<file path="config.mk">
export PLATFORM = sky130hd
export DESIGN_NAME = branch_redirect_ctrl
export DESIGN_NICKNAME = d
export VERILOG_FILES = /design/src/rtl/branch_redirect_ctrl.sv
export SDC_FILE = /design/constraint.sdc
export NUM_CORES = 1
export LEC_CHECK = 0
export ABC_AREA = 1
export ABC_CLOCK_PERIOD_IN_PS = 3300
export CAP_MARGIN = 25
export CORE_ASPECT_RATIO = 0.75
export CORE_MARGIN = 5
export CORE_UTILIZATION = 56
export DETAILED_ROUTE_END_ITERATION = 8
export HOLD_SLACK_MARGIN = 0.12
export PLACE_DENSITY = 0.87
export SLEW_MARGIN = 5
export SYNTH_ARGS = -nofsm -noshare
export SYNTH_HDL_FRONTEND = slang
export SYNTH_SLANG_ARGS = --single-unit
</file>
<file path="constraint.sdc">
create_clock -name clk -period 3.3 [get_ports clk]
set_input_delay 0.495 -clock clk [delete_from_list [all_inputs] [get_ports clk]]
set_output_delay 0.495 -clock clk [all_outputs]
set_load 0.02 [all_outputs]
</file>
<file path="src/rtl/branch_redirect_ctrl.sv">
// Branch resolution and fetch redirect sequencer for the RV32I pipeline.
// Detects mispredicts in execute, hands a corrected PC to fetch, then flushes younger stages.
module branch_redirect_ctrl #(
  parameter int unsigned FLUSH_CYCLES = 2,
  parameter int unsigned CNT_W        = 16
) (
  input  logic             clk,
  input  logic             rst,
  input  logic             ex_valid,
  input  logic             ex_branch,
  input  logic             ex_jump,
  input  logic             branch_taken,
  input  logic             ex_pred_taken,
  input  logic [31:0]      ex_pc,
  input  logic [31:0]      ex_imm,
  input  logic             redirect_ready,
  input  logic             stats_clr,
  output logic             redirect_valid,
  output logic [31:0]      redirect_pc,
  output logic             flush_if_id,
  output logic             flush_id_ex,
  output logic             stall_ex,
  output logic [CNT_W-1:0] branch_count,
  output logic [CNT_W-1:0] mispredict_count,
  output logic [1:0]       dbg_state
);

  typedef enum logic [1:0] {
    IDLE     = 2'd0,
    REDIRECT = 2'd1,
    FLUSH    = 2'd2
  } state_e;

  localparam logic [3:0] FLUSH_LOAD = 4'(FLUSH_CYCLES - 1);

  // Handshake: a redirect transfers on any rising edge where redirect_valid and
  // redirect_ready are both high; until then redirect_valid and redirect_pc hold.

  state_e             state_q, state_d;
  logic [3:0]         flush_cnt_q, flush_cnt_d;
  logic [31:0]        redirect_pc_q, redirect_pc_d;
  logic [CNT_W-1:0]   branch_cnt_q, branch_cnt_d;
  logic [CNT_W-1:0]   misp_cnt_q, misp_cnt_d;
  logic               redirect_valid_q, redirect_valid_d;
  logic               flush_q, flush_d;
  logic               stall_q, stall_d;

  logic               resolve;
  logic               actual;
  logic               mispredict;
  logic [31:0]        correct_pc;

  always_comb begin
    resolve    = 1'b0;
    actual     = 1'b0;
    mispredict = 1'b0;
    correct_pc = 32'd0;
    resolve    = (state_q == IDLE) && ex_valid && (ex_branch || ex_jump);
    actual     = ex_jump | branch_taken;
    mispredict = actual ^ ex_pred_taken;
    correct_pc = actual ? (ex_pc + ex_imm) : (ex_pc + 32'd4);
  end

  always_comb begin
    state_d       = state_q;
    flush_cnt_d   = flush_cnt_q;
    redirect_pc_d = redirect_pc_q;
    case (state_q)
      IDLE: begin
        if (resolve && mispredict) begin
          redirect_pc_d = correct_pc;
          state_d       = REDIRECT;
        end
      end
      REDIRECT: begin
        if (redirect_ready) begin
          flush_cnt_d = FLUSH_LOAD;
          state_d     = FLUSH;
        end
      end
      FLUSH: begin
        if (flush_cnt_q == 4'd0) begin
          state_d = IDLE;
        end else begin
          flush_cnt_d = flush_cnt_q - 4'd1;
        end
      end
      default: begin
        state_d = IDLE;
      end
    endcase
  end

  // Pipeline control flags are registered copies decoded from the next state.
  always_comb begin
    redirect_valid_d = 1'b0;
    flush_d          = 1'b0;
    stall_d          = 1'b0;
    redirect_valid_d = (state_d == REDIRECT);
    stall_d          = (state_d == REDIRECT);
    flush_d          = (state_d == REDIRECT) || (state_d == FLUSH);
  end

  // Clear beats a same-cycle increment; both counters stick at all-ones.
  always_comb begin
    branch_cnt_d = branch_cnt_q;
    misp_cnt_d   = misp_cnt_q;
    if (stats_clr) begin
      branch_cnt_d = '0;
      misp_cnt_d   = '0;
    end else begin
      if (resolve && (branch_cnt_q != '1)) begin
        branch_cnt_d = branch_cnt_q + CNT_W'(1);
      end
      if (resolve && mispredict && (misp_cnt_q != '1)) begin
        misp_cnt_d = misp_cnt_q + CNT_W'(1);
      end
    end
  end

  always_ff @(posedge clk) begin
    if (rst) begin
      state_q          <= IDLE;
      flush_cnt_q      <= 4'd0;
      redirect_pc_q    <= 32'd0;
      branch_cnt_q     <= '0;
      misp_cnt_q       <= '0;
      redirect_valid_q <= 1'b0;
      flush_q          <= 1'b0;
      stall_q          <= 1'b0;
    end else begin
      state_q          <= state_d;
      flush_cnt_q      <= flush_cnt_d;
      redirect_pc_q    <= redirect_pc_d;
      branch_cnt_q     <= branch_cnt_d;
      misp_cnt_q       <= misp_cnt_d;
      redirect_valid_q <= redirect_valid_d;
      flush_q          <= flush_d;
      stall_q          <= stall_d;
    end
  end

  assign redirect_valid   = redirect_valid_q;
  assign redirect_pc      = redirect_pc_q;
  assign flush_if_id      = flush_q;
  assign flush_id_ex      = flush_q;
  assign stall_ex         = stall_q;
  assign branch_count     = branch_cnt_q;
  assign mispredict_count = misp_cnt_q;
  assign dbg_state        = state_q;

endmodule

</file>
==> results of run 1 <==
[through the flow]
| step | instance area, µm² | utilization | cells | hold slack, ps | setup slack (ps) |
|---|---|---|---|---|---|
| floorplan | 6579 | - | 1152 | 473.2 | 1310 |
| global placement | 8142 | 0.7062 | 1441 | 454.1 | 552.5 |
| detailed placement | 8142 | 0.7062 | 1441 | 464.9 | 533.6 |
| CTS | 8397 | 0.7283 | 1456 | 472.7 | 875.3 |
| global route | 8397 | 0.7283 | 1456 | 509.9 | 624.6 |
| finish | 8397 | 0.7283 | 1456 | 470.5 | 809.1 |
[Yosys cell counts, drive strengths merged]
cell,count
nand2,383
inv,189
a21oi,101
nor2,98
dfxtp,72
nand3,66
o21ai,59
ha,37
nor3,32
xor2,20
nand3b,15
clkbuf,14
a31oi,11
buf,11
nand4,10
xnor2,8
nor3b,5
nor4,4
or2,4
clkinv,2
o21bai,2
a21o,1
a311oi,1
and2,1
and2b,1
and3,1
fa,1
o211a,1
o211ai,1
o31ai,1
[layer usage]
layer / vias to the layer above / GRT usage
li1: 3933 / -
met4: 0 / 0.1058
met3: 63 / 0.08511
met1: 3467 / 0.4481
met5: - / 0
met2: 430 / 0.4652
[power breakdown]
part	leakage [nW]	internal (W)	total (W)	switching [W]
sequential	0.586	0.000911	0.000937	0.0000262
combinational	3.29	0.000346	0.000892	0.000546
clock	0.125	0.000501	0.000870	0.000369
[cell type report]
cell class | instances | area share
timing repair buffer | 152 | 0.1782
multi-input combinational | 864 | 0.5101
clock inverter | 4 | 0.002682
tap | 162 | 0.02414
inverter | 191 | 0.08553
clock buffer | 11 | 0.02772
sequential | 72 | 0.1717
[worst max path at each step]
stage,from,end
CTS,ex_pc[0],redirect_pc[30]
global route,ex_pc[2],redirect_pc[16]
floorplan,ex_pc[0],redirect_pc[22]
global placement,ex_pc[2],redirect_pc[20]
finish,ex_pc[2],redirect_pc[20]
detailed placement,ex_pc[2],redirect_pc[20]
[worst min-delay path: stages (launching register included)]
cell and delay [ps]:
dfxtp_1 310, nand2_1 60, a21oi_1 60
[flip-flops by register name (all words and copies together) (netlist names)]
name	cells
redirect_pc	32
branch_count	16
mispredict_count	16
flush_cnt_q	4
dbg_state	2
flush_id_ex	1
stall_ex	1
[cell families after synthesis]
family	after synthesis	synth area share
AND/OR/NAND/NOR	620	0.3984
adder cells (fa/ha/maj)	38	0.07341
XOR/XNOR	28	0.03842
buffers and inverters	216	0.1299
AO/OA/AOI/OAI	178	0.1407
flip-flops	72	0.2191
==> out/metrics.csv, run 1 <==
stage;metric;value;unit
outcome;status;completed;
sta;final hold vios;0;
worst_setup_path;slowest library cell on the worst path;clkdlybuf4s50_1;
pwr;power consumption;0.002698;W
yosys;top cell type's share of synthesized area;0.2191;
cts;post-cts hold buffer count;0;
sta;final setup fails;0;
worst_setup_path;critical path's largest stage delay;560;ps
sta;Clock Skew;3.678;ps
sta;setup TNS;0;ps
global_routing;vias in the first global route;7145;
worst_setup_path;worst path cell trace;clkdlybuf4s50_1, ha_1, nand2_1, nor2_2, nand3_1, inv_1, nand3_1, inv_1, nand2_1, nand2_1, nand3_1, nand2_1, inv_1, a21oi_1;
worst_setup_path;kind of critical path;primary input to flip-flop;
route;via count;7893;
worst_setup_path;critical path startpoint category;primary input;
finish;leading cell type in the layout, fill and taps excluded;nand2_1;
worst_setup_path;r2r endpoint;branch_count[13];
yosys;Yosys cell types;43;
worst_setup_path;WP data required;3570;ps
finish;share of layout cells above drive strength 1;0.03014;
worst_hold_path;Hold Path End;redirect_pc[2];
cts;post_cts resized;0;
worst_setup_path;Top cell by count, worst path;nand2_1;
worst_setup_path;crit path DAT;2760;ps
die;die area;14040;µm²
global_routing;largest net degree at the start of global routing;41;
cts;root buffer cell;clkbuf_16;
worst_hold_path;hold wc startpoint;redirect_pc[2];
route;wire per inst;15.69;µm
job;max-cap violations;0;
pwr;Pleak;3.999;nW
route;wl on met1;10360;µm
cts;H-tree depth;3;
route;DR top layer;met4;
worst_setup_path;CP top delay family;simple AND/OR/NAND/NOR gates;
yosys;largest cells by area after synthesis;dfxtp_1, nand2_1, inv_1, a21oi_1, ha_1;
finish;fin nets;1401;
yosys;cells after synthesis;1152;
finish;Diodes inserted;0;
sta;fin crit period;2491;ps
die;I/O pin cnt;143;
yosys;post-synthesis sequential area ratio;0.2191;
worst_setup_path;Worst R2R Start;branch_count[0];
yosys;syn_area_per_cell;5.711;µm²
route;met2 WL post-DR;9264;µm
yosys;largest area contributor in the netlist;dfxtp_1;
global_routing;gr usage total;0.3169;
finish;most frequent cells in the layout;nand2_1, inv_1, clkdlybuf4s50_1;
finish;Area growth, synth to finish;27.63;%
die;die width;135.2;µm
worst_hold_path;hold path cells;2;
pwr;pwr dens;321.3;nW/µm²
route;met3 WL;2517;µm
global_routing;gr ovfl total;0;
sta;RSZ-0062 raised after global routing;no;
worst_setup_path;stages on the worst setup path;14;
route;drt first-iter violations;842;
pwr;Max rail drop VDD;0.0003429;V
placement;number of port buffers;142;
cts;CTS tree;yes;
placement;post-DP HPWL;18110;µm
sta;Tcrit/Tclk final;0.7548;
finish;Fill cells;1046;
route;Pre-antenna DRT Iters;5;
worst_setup_path;Worst R2R Setup Slack;1190;ps
route;vias per cell;5.421;
global_routing;global-route wire length before repair;35940;µm
worst_setup_path;critical path peak fanout;7;
global_routing;initial antenna violation count;0;
sta;Fmax;401.5;MHz
cts;Worst-path clk slew;60;ps
route;Routed Antenna Nets;0;
cts;clk_lat worst skew;340;ps
yosys;Yosys reg bits;72;
sta;relative slew slack;0.4016;
yosys;cell area after synthesis;6579;µm²
worst_setup_path;CP bufs+invs;4;
cts;CTS Sinks;72;
worst_hold_path;Worst Hold Class;flip-flop to flip-flop;
finish;flip-flop and latch area;1441;µm²
sta;Final Slew Violations;0;
cts;total CTS buffers;9;
worst_setup_path;CP endpoint kind;flip-flop;
route;Remaining DRCs;0;
worst_setup_path;worst reg2reg path depth;9;
route;Post-Route WL;22840;µm
cts;Max Root-Sink Buffers;2;
die;starting density of the core;0.5707;
cts;Setup Fix Bufs, Post-CTS;0;
placement;GPL Wtd Cong;1.005;
die;die height;103.9;µm
die;core footprint;11530;µm²
finish;area taken by multi-input logic gates;4283;µm²
die;# rows;34;
sta;worst slew pin tran;896.7;ps
yosys;Ys Warns;0;
yosys;syn nets;1263;
Note: power is estimated with default switching activity, not from simulation.
==> inputs of run 2 (changes only) <==
- ABC_CLOCK_PERIOD_IN_PS: 3300 -> 2100
- CORE_UTILIZATION: 56 -> 47
- PLACE_DENSITY: 0.87 -> 0.78
- clock period: 3.3 -> 2.1 ns (I/O delays scaled with it)
==> run 2 against run 1 <==
Core utilization down 3.3 points. Global-route usage decreased by 2.4 points. Wire length is 8.5% higher. Clock skew rose by 1.5 ps. Register-to-register slack lost 980 ps. Sequential cell count unchanged. Critical path depth decreased by 3. Sequential power up 57%. Power increased by 70%. Non-clock buffer count up 123. Critical endpoint is now redirect_pc[9].
==> out/metrics.csv, run 2 (same netlist as run 1, synthesis figures left out) <==
stage;metric;value;unit
sta;worst slew pin tran;429.6;ps
route;Pre-antenna DRT Iters;5;
route;drt first-iter violations;738;
placement;placed instance area;9119;µm²
sta;final setup fails;0;
cts;CTS tree;yes;
route;via count;8292;
cts;H-tree depth;3;
sta;Final Slew Violations;0;
worst_setup_path;kind of critical path;primary input to flip-flop;
route;Post-Route WL;24790;µm
die;core footprint;13700;µm²
worst_setup_path;worst path cell trace;clkdlybuf4s50_1, ha_1, nor2_1, inv_1, nand3b_1, nand2_1, nand2_1, nand2_1, or2_2, nand2_1, a31oi_1;
pwr;Max rail drop VDD;0.0004388;V
worst_setup_path;critical path startpoint category;primary input;
route;Routed Antenna Nets;0;
worst_setup_path;CP endpoint kind;flip-flop;
sta;Clock Skew;5.202;ps
finish;fin area;9533;µm²
finish;Layout Cells excl Fill;1593;
worst_setup_path;WP data required;2310;ps
global_routing;global-route wire length before repair;39430;µm
finish;leading cell type in the layout, fill and taps excluded;nand2_1;
die;die height;112.5;µm
cts;total CTS buffers;9;
finish;fin nets;1524;
worst_setup_path;Top cell by count, worst path;nand2_1;
finish;share of layout cells above drive strength 1;0.1298;
finish;final core utilization;0.6957;
route;Remaining DRCs;0;
cts;clk_lat worst skew;330;ps
finish;most frequent cells in the layout;nand2_1, inv_1, clkdlybuf4s50_1;
sta;fin crit period;2030;ps
placement;post-DP HPWL;20110;µm
global_routing;vias in the first global route;7796;
sta;RSZ-0062 raised after global routing;yes;
die;I/O pin cnt;143;
job;max-cap violations;0;
route;vias per cell;5.205;
die;die area;16490;µm²
cts;Worst-path clk slew;60;ps
sta;Tcrit/Tclk final;0.9669;
cts;CTS Sinks;72;
sta;Fmax;492.5;MHz
worst_setup_path;slowest library cell on the worst path;clkdlybuf4s50_1;
worst_setup_path;crit path DAT;2240;ps
cts;post-cts hold buffer count;0;
cts;root buffer cell;clkbuf_16;
pwr;pwr dens;481.4;nW/µm²
outcome;status;completed;
finish;max reg flops;32;
placement;number of port buffers;142;
finish;Area growth, synth to finish;44.90;%
die;starting density of the core;0.4801;
sta;relative slew slack;0.7127;
worst_hold_path;Worst Hold Class;flip-flop to flip-flop;
die;# rows;37;
global_routing;largest net degree at the start of global routing;41;
pwr;Pleak;4.635;nW
cts;Setup Fix Bufs, Post-CTS;0;
global_routing;initial antenna violation count;0;
finish;Diodes inserted;0;
die;die width;146.6;µm
global_routing;gr usage total;0.2926;
placement;GPL Wtd Cong;0.9939;
sta;final hold vios;0;
route;wire per inst;15.56;µm
cts;Max Root-Sink Buffers;2;
worst_setup_path;critical path peak fanout;4;
sta;setup slack after layout;69.53;ps
global_routing;gr ovfl total;0;
placement;pre-CTS setup slack;-325.5;ps
sta;final hold slack;472.5;ps
worst_setup_path;critical path's largest stage delay;460;ps
placement;placed insts;1577;
-- run 2: cell types whose count changed in the layout (fill, tap and decap cells not counted), moves of 2 or more --
cell,previous run,this run
nand3_1,65,62
buf_12,0,3
nand3_2,1,3
nand2_2,1,9
buf_4,10,130
ha_1,37,29
ha_4,0,7
nand2_1,382,374
-- run 2: per-layer routing --
metal / wire length, µm / vias up / track usage / share of wire
met5: 0 / - / 0 / 0
met4: 484 / 0 / 0.08333 / 0.020
met3: 1773 / 37 / 0.05650 / 0.072
met2: 10600 / 341 / 0.4560 / 0.43
met1: 11940 / 3731 / 0.4117 / 0.48
li1: - / 4183 / - / -
-- run 2: repair_timing --
action                                 4_1_cts  5_1_grt
gates resized for setup                      2       22
endpoints found under the hold margin        0        0
setup endpoints to repair                    3       21
pin swaps                                    0        1
-- run 2: path summary, 6_finish.rpt --
path                            cells past startpoint             endpoint  slack [ps]           startpoint
worst max-delay path                               11       redirect_pc[9]          70             ex_pc[2]
worst max register to register                     10  mispredict_count[5]         210  mispredict_count[0]
worst min register to register                      2       redirect_pc[2]         470       redirect_pc[2]
worst min-delay path                                2       redirect_pc[2]         470       redirect_pc[2]
-- run 2: metrics by stage --
step | TNS (ps) | power (W)
floorplan | 0 | 0.002326
global placement | -5220 | 0.003094
detailed placement | -6123 | 0.003119
CTS | 0 | 0.004533
global route | -158.0 | 0.004840
finish | 0 | 0.004590
-- run 2: worst max-delay path, delay by kind of cell --
kind | cells | cell delay, ps
compound gates | 1 | 70
buf+inv | 2 | 540
fa+ha+maj | 1 | 330
simple gates | 7 | 980
-- run 2: final cells by class --
cell class                 instances  area, µm²
clock inverter                     3      17.52
timing repair buffer             275       2457
sequential                        72       1441
clock buffer                      13      250.2
inverter                         191      718.2
multi-input combinational        864       4429
fill                            1297       4170
tap                              175      219.0
-- run 2: where the power goes --
part	internal, W	switching, W
Sequential	0.00143	0.0000411
Combinational	0.000756	0.000944
Clock	0.000830	0.000589
==> inputs of run 3 (changes only) <==
- CORE_MARGIN: 5 -> 3
==> run 3 against run 2 <==
Clock skew fell by 0.66 ps. Critical endpoint is now redirect_pc[4]. Via count down 0.19%. Core utilization rose by 3.2 points. Cell count rose by 0.31%. Highest routed layer unchanged.
==> out/metrics.csv, run 3 (same netlist as run 1, synthesis figures left out) <==
stage;metric;value;unit
placement;number of port buffers;142;
worst_setup_path;CP endpoint kind;flip-flop;
route;Pre-antenna DRT Iters;5;
pwr;Flop pwr share;0.296;
finish;share of layout cells above drive strength 1;0.1395;
cts;post-cts hold buffer count;0;
global_routing;gr ovfl total;0;
cts;root buffer cell;clkbuf_16;
route;Post-Route WL;23800;µm
die;core footprint;13330;µm²
pwr;cell-internal power;0.003404;W
sta;Clock Skew;4.546;ps
sta;Final Slew Violations;0;
sta;Tcrit/Tclk final;0.9666;
route;Remaining DRCs;0;
placement;GPL Wtd Cong;0.9679;
pwr;pwr dens;514.2;nW/µm²
worst_setup_path;slowest library cell on the worst path;clkdlybuf4s50_1;
worst_setup_path;Worst R2R Start;mispredict_count[0];
sta;fin crit period;2030;ps
die;die width;142.6;µm
worst_setup_path;critical path's largest stage delay;430;ps
global_routing;gr usage total;0.3017;
finish;Area growth, synth to finish;47.38;%
pwr;Max rail drop VDD;0.0004573;V
global_routing;vias in the first global route;7368;
cts;Max Root-Sink Buffers;2;
die;starting density of the core;0.4934;
route;wire per inst;14.90;µm
worst_hold_path;Worst Hold Class;flip-flop to flip-flop;
pwr;Clk pwr share;0.363;
pwr;NetSw;0.001581;W
finish;Diodes inserted;0;
job;max-cap violations;0;
sta;Fmax;492.7;MHz
worst_setup_path;WP data required;2310;ps
finish;leading cell type in the layout, fill and taps excluded;nand2_1;
cts;H-tree depth;3;
outcome;status;completed;
route;Routed Antenna Nets;0;
die;# rows;36;
worst_setup_path;CP top delay family;buffers and inverters;
sta;worst slew pin tran;463.7;ps
die;I/O pin cnt;143;
worst_setup_path;critical path startpoint category;primary input;
finish;Fill cells;1156;
pwr;Gate power share;0.341;
worst_setup_path;CP bufs+invs;3;
route;via count;8276;
finish;final core utilization;0.7272;
cts;CTS Sinks;72;
global_routing;largest net degree at the start of global routing;41;
finish;most frequent cells in the layout;nand2_1, inv_1, clkdlybuf4s50_1;
worst_hold_path;hold wc startpoint;redirect_pc[2];
die;die area;15470;µm²
placement;post-DP HPWL;19180;µm
cts;CTS tree;yes;
cts;clk_lat worst skew;340;ps
pwr;Pleak;4.732;nW
finish;fin area;9696;µm²
sta;final hold vios;0;
sta;final setup fails;0;
worst_setup_path;critical path peak fanout;4;
global_routing;met1 GRT Util;0.4588;
global_routing;met2 usage;0.4517;
sta;setup slack after layout;70.22;ps
cts;total CTS buffers;9;
route;drt first-iter violations;936;
placement;placed instance area;9199;µm²
worst_setup_path;Worst R2R Setup Slack;230;ps
worst_setup_path;worst path cell trace;clkdlybuf4s50_1, ha_2, fa_1, nand3_1, nand3_2, buf_4, buf_4, or2_2, nand3_1, a31oi_1;
die;die height;108.5;µm
global_routing;global-route wire length before repair;37370;µm
finish;max reg flops;32;
global_routing;Top Usage Layer GRT;met1;
sta;relative slew slack;0.6880;
worst_setup_path;critical path launch point;ex_pc[0];
worst_setup_path;kind of critical path;primary input to flip-flop;
global_routing;GRT met3 Usage;0.04642;
global_routing;initial antenna violation count;0;
cts;Worst-path clk slew;60;ps
finish;fin nets;1533;
placement;pre-CTS setup slack;-322.1;ps
worst_setup_path;crit path DAT;2240;ps
pwr;switching fraction of total power;0.3172;
route;vias per cell;5.179;
-- run 3: changes by cell type in the layout (fill, tap and decap cells not counted), moves of 2 or more --
cell	delta
buf_4	+7
clkbuf_1	-2
nor2_2	+4
bufinv_16	+3
buf_12	+2
nand3_2	+2
nor2_1	-3
-- run 3: worst paths after layout --
check,to,cells after the start
worst max-delay path,redirect_pc[4],10
worst max register to register,mispredict_count[1],10
worst min-delay path,redirect_pc[2],2
worst min register to register,redirect_pc[2],2
-- run 3: repair_timing --
action                     CTS  global route
setup buffers                0             1
setup endpoints to repair    0            21
resized for setup            0            27
-- run 3: final cells by class --
type | count | area [µm²] | area share
sequential | 72 | 1441 | 0.1487
clock buffer | 11 | 242.7 | 0.02504
clock inverter | 5 | 103.9 | 0.01071
tap | 171 | 214.0 | 0.02207
inverter | 191 | 718.2 | 0.07407
timing repair buffer | 284 | 2550 | 0.2630
multi-input combinational | 864 | 4425 | 0.4564
-- run 3: metrics by stage --
stage	TNS [ps]	hold WS (ps)	instances	total power (W)
2_1_floorplan	0	473.2	1152	0.002326
3_3_place_gp	-5127	459.7	1581	0.003107
3_5_place_dp	-6345	480.6	1581	0.003127
4_1_cts	0	489.6	1597	0.004930
5_1_grt	-29.82	510.1	1598	0.005222
6_report	0	492.5	1598	0.004985
-- run 3: power groups by stage --
stage               Sequential (W)  Combinational (W)  Clock [W]
finish                     0.00148            0.00170    0.00181
detailed placement         0.00150            0.00162          0
global placement           0.00150            0.00160          0
global route               0.00148            0.00186    0.00188
CTS                        0.00148            0.00163    0.00182
floorplan                  0.00156           0.000761          0
-- run 3: worst register-to-register path, delay by kind of cell (launching register included) --
family	cells	cell delay [ps]
buf+inv	3	460
simple gates	6	610
flops	1	420
fa+ha+maj	1	280
-- run 3: per-layer routing --
layer / share of wire / routed length, µm
met1: 0.48 / 11520
met5: 0 / 0
met2: 0.42 / 9927
met4: 0.014 / 342
met3: 0.085 / 2015
